===== src/rtl/myproject_dense_accum_22s_16s_if.sv =====
// Stream bundle for the dense-layer accumulator: product/bias input side and
// rounded/saturated result output side, each with valid/ready handshakes.
interface myproject_dense_accum_22s_16s_if #(
  parameter int PROD_WIDTH = 22,
  parameter int ACC_WIDTH  = 28,
  parameter int OUT_WIDTH  = 16
);
  logic signed [PROD_WIDTH-1:0] prod_data;
  logic                         prod_valid;
  logic                         prod_ready;
  logic signed [ACC_WIDTH-1:0]  bias;
  logic signed [OUT_WIDTH-1:0]  out_data;
  logic                         out_sat;
  logic                         out_valid;
  logic                         out_ready;

  modport master (
    output prod_data, prod_valid, bias, out_ready,
    input  prod_ready, out_data, out_sat, out_valid
  );

  modport slave (
    input  prod_data, prod_valid, bias, out_ready,
    output prod_ready, out_data, out_sat, out_valid
  );
endinterface


===== src/rtl/myproject_dense_accum_22s_16s.sv =====
// Dense-layer accumulator: sums N_IN signed products plus a per-neuron bias,
// then rounds half-up, drops SHIFT fraction bits and saturates to OUT_WIDTH.
module myproject_dense_accum_22s_16s #(
  parameter int PROD_WIDTH = 22,
  parameter int ACC_WIDTH  = 28,
  parameter int N_IN       = 16,
  parameter int SHIFT      = 4,
  parameter int OUT_WIDTH  = 16
) (
  input  logic                            ap_clk,
  input  logic                            ap_rst_n,
  myproject_dense_accum_22s_16s_if.slave  bus
);

  localparam int CNT_W = (N_IN > 1) ? $clog2(N_IN) : 1;
  localparam logic [CNT_W-1:0] LAST = CNT_W'(N_IN - 1);
  localparam logic signed [ACC_WIDTH:0] MAX_R = (ACC_WIDTH+1)'(2**(OUT_WIDTH-1) - 1);
  localparam logic signed [ACC_WIDTH:0] MIN_R = ~MAX_R;

  typedef enum logic {
    ACCUM,
    OUTPUT
  } state_e;

  state_e                       state_q;
  logic [CNT_W-1:0]             cnt_q;
  logic signed [ACC_WIDTH-1:0]  acc_q;
  logic signed [OUT_WIDTH-1:0]  out_data_q;
  logic                         out_sat_q;
  logic                         out_valid_q;

  logic                         accept;
  logic signed [ACC_WIDTH-1:0]  prod_ext;
  logic signed [ACC_WIDTH-1:0]  base;
  logic signed [ACC_WIDTH-1:0]  sum_d;
  logic signed [ACC_WIDTH:0]    sum_x;
  logic signed [ACC_WIDTH:0]    r_d;
  logic signed [OUT_WIDTH-1:0]  out_data_d;
  logic                         out_sat_d;

  assign bus.prod_ready = (state_q == ACCUM);
  assign bus.out_data   = out_data_q;
  assign bus.out_sat    = out_sat_q;
  assign bus.out_valid  = out_valid_q;

  // The first product of a frame restarts from the bias instead of the old sum.
  always_comb begin
    accept   = bus.prod_valid && (state_q == ACCUM);
    prod_ext = {{(ACC_WIDTH-PROD_WIDTH){bus.prod_data[PROD_WIDTH-1]}}, bus.prod_data};
    base     = (cnt_q == '0) ? bus.bias : acc_q;
    sum_d    = base + prod_ext;
    sum_x    = {sum_d[ACC_WIDTH-1], sum_d};
  end

  if (SHIFT == 0) begin : g_noshift
    assign r_d = sum_x;
  end else begin : g_round
    localparam logic signed [ACC_WIDTH:0] HALF = (ACC_WIDTH+1)'(1) <<< (SHIFT - 1);
    logic signed [ACC_WIDTH:0] biased;
    assign biased = sum_x + HALF;
    assign r_d    = biased >>> SHIFT;
  end

  always_comb begin
    out_data_d = r_d[OUT_WIDTH-1:0];
    out_sat_d  = 1'b0;
    if (r_d > MAX_R) begin
      out_data_d = {1'b0, {(OUT_WIDTH-1){1'b1}}};
      out_sat_d  = 1'b1;
    end else if (r_d < MIN_R) begin
      out_data_d = {1'b1, {(OUT_WIDTH-1){1'b0}}};
      out_sat_d  = 1'b1;
    end
  end

  always_ff @(posedge ap_clk or negedge ap_rst_n) begin
    if (!ap_rst_n) begin
      state_q     <= ACCUM;
      cnt_q       <= '0;
      acc_q       <= '0;
      out_data_q  <= '0;
      out_sat_q   <= 1'b0;
      out_valid_q <= 1'b0;
    end else begin
      case (state_q)
        ACCUM: begin
          if (accept) begin
            acc_q <= sum_d;
            if (cnt_q == LAST) begin
              cnt_q       <= '0;
              out_data_q  <= out_data_d;
              out_sat_q   <= out_sat_d;
              out_valid_q <= 1'b1;
              state_q     <= OUTPUT;
            end else begin
              cnt_q <= cnt_q + CNT_W'(1);
            end
          end
        end
        OUTPUT: begin
          if (bus.out_ready) begin
            out_valid_q <= 1'b0;
            state_q     <= ACCUM;
          end
        end
        default: state_q <= ACCUM;
      endcase
    end
  end

endmodule


===== src/flat_wrapper.sv =====
// flat-port wrapper written by rule: the top's interface ports become plain ports
module myproject_dense_accum_22s_16s_flat 
#(
  parameter int PROD_WIDTH = 22,
  parameter int ACC_WIDTH  = 28,
  parameter int N_IN       = 16,
  parameter int SHIFT      = 4,
  parameter int OUT_WIDTH  = 16
)
  (ap_clk, ap_rst_n, bus_prod_data, bus_prod_valid, bus_bias, bus_out_ready, bus_prod_ready, bus_out_data, bus_out_sat, bus_out_valid);
  myproject_dense_accum_22s_16s_if #(.PROD_WIDTH(PROD_WIDTH), .ACC_WIDTH(ACC_WIDTH), .OUT_WIDTH(OUT_WIDTH)) bus_i ();
  input  logic ap_clk;
  input  logic ap_rst_n;
  input wire logic [$bits(bus_i.prod_data)-1:0] bus_prod_data;
  input wire logic [$bits(bus_i.prod_valid)-1:0] bus_prod_valid;
  input wire logic [$bits(bus_i.bias)-1:0] bus_bias;
  input wire logic [$bits(bus_i.out_ready)-1:0] bus_out_ready;
  output wire logic [$bits(bus_i.prod_ready)-1:0] bus_prod_ready;
  output wire logic [$bits(bus_i.out_data)-1:0] bus_out_data;
  output wire logic [$bits(bus_i.out_sat)-1:0] bus_out_sat;
  output wire logic [$bits(bus_i.out_valid)-1:0] bus_out_valid;
  assign bus_i.prod_data = bus_prod_data;
  assign bus_i.prod_valid = bus_prod_valid;
  assign bus_i.bias = bus_bias;
  assign bus_i.out_ready = bus_out_ready;
  assign bus_prod_ready = bus_i.prod_ready;
  assign bus_out_data = bus_i.out_data;
  assign bus_out_sat = bus_i.out_sat;
  assign bus_out_valid = bus_i.out_valid;
  myproject_dense_accum_22s_16s #(.PROD_WIDTH(PROD_WIDTH), .ACC_WIDTH(ACC_WIDTH), .N_IN(N_IN), .SHIFT(SHIFT), .OUT_WIDTH(OUT_WIDTH)) u_core (.ap_clk(ap_clk), .ap_rst_n(ap_rst_n), .bus(bus_i));
endmodule

===== config.mk =====
export PLATFORM = sky130hd
export DESIGN_NAME = myproject_dense_accum_22s_16s_flat
export DESIGN_NICKNAME = d
export VERILOG_FILES = /design/src/rtl/myproject_dense_accum_22s_16s_if.sv /design/src/rtl/myproject_dense_accum_22s_16s.sv /design/src/flat_wrapper.sv
export SDC_FILE = /design/constraint.sdc
export NUM_CORES = 1
export LEC_CHECK = 0
export ABC_AREA = 1
export CAP_MARGIN = 20
export CELL_PAD_IN_SITES_DETAIL_PLACEMENT = 0
export CELL_PAD_IN_SITES_GLOBAL_PLACEMENT = 1
export CORE_MARGIN = 5
export CORE_UTILIZATION = 41
export DETAILED_ROUTE_END_ITERATION = 10
export DONT_BUFFER_PORTS = 1
export PLACE_DENSITY = 0.85
export SYNTH_ARGS = -nofsm -noshare
export SYNTH_HDL_FRONTEND = slang
export SYNTH_SLANG_ARGS = --single-unit

===== constraint.sdc =====
create_clock -name ap_clk -period 4.4 [get_ports ap_clk]
set_input_delay 0.88 -clock ap_clk [delete_from_list [all_inputs] [get_ports ap_clk]]
set_output_delay 0.88 -clock ap_clk [all_outputs]
set_load 0.02 [all_outputs]

==> impl_metrics.toml <==
[run_status]
outcome = "completed"

[critical_path]
crit_path_end_kind = "flip-flop"
reg2reg_start = "u_core.cnt_q[1]"
path_common_cell = "sky130_fd_sc_hd__nand2_1"
critical_path.slowest_cell = "sky130_fd_sc_hd__dfrtp_1"
critical_path.max_fanout = 7
r2r_setup_slack_ns = 0.32
timing.critical_path.from_type = "flip-flop"
crit_required_ns = 4.58
critPathLaunch = "u_core.cnt_q[1]"
delay_contributed_by_the_slowest_stage_of_the_critical_path_ns = 0.39
timing.setup.critical_path_class = "flip-flop to flip-flop"
worstPathArrival_ns = 4.27

[clock_tree]
clock_root_buffer = "sky130_fd_sc_hd__clkbuf_16"
clockBufferDepth = 2
number_of_h_tree_levels = 2
worstSkewPairLatency_ns = 0.29
cts-buffers-inserted = 5
number_of_buffers_added_to_fix_hold_violations_after_cts = 0
cts_tree = "yes"
clk_pin_slew_ns = 0.07
clock_sinks = 51

[die]
placement_rows = 42
die_area_mm2 = 0.0160
initial_utilization_pct = 41.9
die-width_um = 127
io_pins = 73
die_h_um = 127
core_area_mm2 = 0.0133

[logic_synthesis]
yosysSeqAreaShare_pct = 22.9
dominant_combinational_cell_family_by_area_after_synthesis = "simple AND/OR/NAND/NOR gates"
primary_ff_master_synth = "sky130_fd_sc_hd__dfrtp_1"
synth-edff-count = 0
synthSimpleGateAreaFrac_pct = 45.4
yosysWarningCount = 0
yosysUniqueCellTypes = 37
mean_area_per_synthesized_cell_um2 = 6.28
yosys_register_bits = 51
synth-adder-area-share_pct = 7.77
synth_compound_gate_area_share_pct = 6.53
syn_inst = 888
ys_async_sr_fraction_pct = 100
synth-xor-area-share_pct = 2.51
yosys-mux-area-fraction_pct = 5.23
syn-cell-area_mm2 = 0.00557
synth_fp_nets = 976

[sta]
fmax_mhz = 245
timing_max_transition_violations_final = 0
relative_slew_slack_pct = 60.1
timing.final.crit_share_pct = 92.8
setup_violations = 0
clock_skew_ns = 0.00559
timing.final.crit_period_ns = 4.08
final_number_of_hold_violating_endpoints = 0
worst_slew_pin_slew_ns = 0.597

[routing]
num_vias = 5241
route.final.wire_length_mm = 15.5
drt_antenna_net_count = 0
detail_route.iter0.violations = 296
wire_per_inst_um = 14.5
vias_per_cell = 4.90
drt-pass1-iter-count = 5
remaining_drc_errors = 0

[layout]
layout-drive-gt1-share_pct = 16.9
filler_cell_count = 1440
antenna-diode-count = 0
multi_input_area_mm2 = 0.00385
seq_area_mm2 = 0.00128
final_core_utilization_pct = 45.4
fin_nets = 980
flow.area_growth_from_synthesis_pct = 8.42

[global_routing]
groute.usage.overall_pct = 19.4
first_global_vias = 4942
antenna_found_initial = 0
largest_net_degree_at_the_start_of_global_routing = 53
first_pass_grt_wire_length_mm = 25.3
global_route.overflow_total = 0

[flow_run]
max_cap_viol_count = 0

[place]
buffer_ports.inserted = 0
detailed_place_hpwl_mm = 12.9
place_congestion = 0.904

[min_path]
hold_path.class = "input port to asynchronous set/reset pin"
flip-flops by register name, indices dropped and copies added, names as in the netlist:
signal                flops
u_core.acc_q             28
u_core.bus.out_data      16
u_core.bus.out_sat        1
u_core.bus.out_valid      1
u_core.cnt_q              4
u_core.state_q            1
timing repair:
action / 4_1_cts / 5_1_grt
setup endpoints to repair: 0 / 16
resized for setup: 0 / 28
buffers inserted: 0 / 1
cell usage after synthesis (13+ instances only):
cell type	n	area [µm²]
sky130_fd_sc_hd__nand2_1	356	1340
sky130_fd_sc_hd__inv_1	106	398
sky130_fd_sc_hd__nand3_1	56	280
sky130_fd_sc_hd__nor2_1	56	210
sky130_fd_sc_hd__dfrtp_1	51	1280
sky130_fd_sc_hd__ha_1	33	413
sky130_fd_sc_hd__o21ai_0	33	165
sky130_fd_sc_hd__a21oi_1	25	125
sky130_fd_sc_hd__mux2_2	25	282
sky130_fd_sc_hd__nand2_2	23	144
sky130_fd_sc_hd__inv_2	18	67.6
sky130_fd_sc_hd__xor2_1	15	131
sky130_fd_sc_hd__nor2_2	13	81.3
logic make-up after synthesis:
kind of cell	count (synthesis)
adder cells (fa/ha/maj)	34
flip-flops	51
AND/OR/NAND/NOR	554
XOR/XNOR	16
multiplexers	26
AO/OA/AOI/OAI	68
buffers and inverters	139
critical path, delay by kind of cell (launching register included):
family                     cells  cell delay (ns)
adders and majority gates      4             0.93
buffers and inverters          4             0.30
DFF                            1             0.39
muxes                          1             0.24
and+or+nand+nor               19             2.12
per-layer routing:
| metal | global-route usage, % | wire, µm |
|---|---|---|
| met5 | 0 | 0 |
| met4 | 4.29 | 185 |
| met3 | 3.83 | 847 |
| met2 | 29.9 | 6730 |
| met1 | 28.3 | 7720 |
layout by cell type (no fill, tap or decap), types with 2 or more instances in the layout:
cell                          n
sky130_fd_sc_hd__mux2_2      25
sky130_fd_sc_hd__o21ai_1      3
sky130_fd_sc_hd__nand4_1     11
sky130_fd_sc_hd__nor3_1       2
sky130_fd_sc_hd__a31oi_1      2
sky130_fd_sc_hd__dfrtp_1     51
sky130_fd_sc_hd__nor2_4      12
sky130_fd_sc_hd__a21oi_1     23
sky130_fd_sc_hd__o211ai_1     2
sky130_fd_sc_hd__xor2_1      15
sky130_fd_sc_hd__nand2_2     26
sky130_fd_sc_hd__buf_4        9
sky130_fd_sc_hd__ha_2         9
sky130_fd_sc_hd__nor2_1      52
sky130_fd_sc_hd__o21ai_0     33
sky130_fd_sc_hd__nand2_1    352
sky130_fd_sc_hd__nor2_2      13
sky130_fd_sc_hd__nand3_1     56
sky130_fd_sc_hd__inv_1      104
sky130_fd_sc_hd__nand3b_1     4
sky130_fd_sc_hd__nand3_4      2
sky130_fd_sc_hd__nand3_2     11
sky130_fd_sc_hd__nand2_4     10
sky130_fd_sc_hd__clkbuf_16    5
sky130_fd_sc_hd__a21oi_2      2
sky130_fd_sc_hd__inv_2       20
sky130_fd_sc_hd__ha_1        24
through the flow:
stage                     TNS [ns]  area, µm²  setup slack, ns  hold slack [ns]  std cells
after floorplan                  0       5570            0.276            0.443        888
after global placement           0       5800            0.121            0.464       1059
after detailed placement         0       5800            0.178            0.467       1059
after CTS                        0       5950            0.143            0.263       1067
after global routing      -0.00931       6040         -0.00931            0.256       1069
final                            0       6040            0.318            0.273       1069
cell type report:
| type | count | share of cell area, % |
|---|---|---|
| Clock buffer | 6 | 2.13 |
| Clock inverter | 2 | 0.207 |
| Inverter | 125 | 7.77 |
| Multi-Input combinational cell | 699 | 63.7 |
| Sequential cell | 51 | 21.1 |
| Tap cell | 176 | 3.64 |
| Timing Repair Buffer | 10 | 1.45 |
final timing paths:
| kind | to | depth (start not counted) |
|---|---|---|
| worst max-delay path | u_core.bus.out_data[9] | 28 |
| worst min-delay path | u_core.acc_q[1] | 0 |
| worst max register to register | u_core.bus.out_data[9] | 28 |
| worst min register to register | u_core.acc_q[0] | 2 |
| max in group asynchronous | u_core.bus.out_data[14] | 0 |
| min in group ap_clk | u_core.acc_q[0] | 2 |
Power is not shown: default switching activity piles up to over one toggle a cycle in this logic, so the estimate is an artifact.
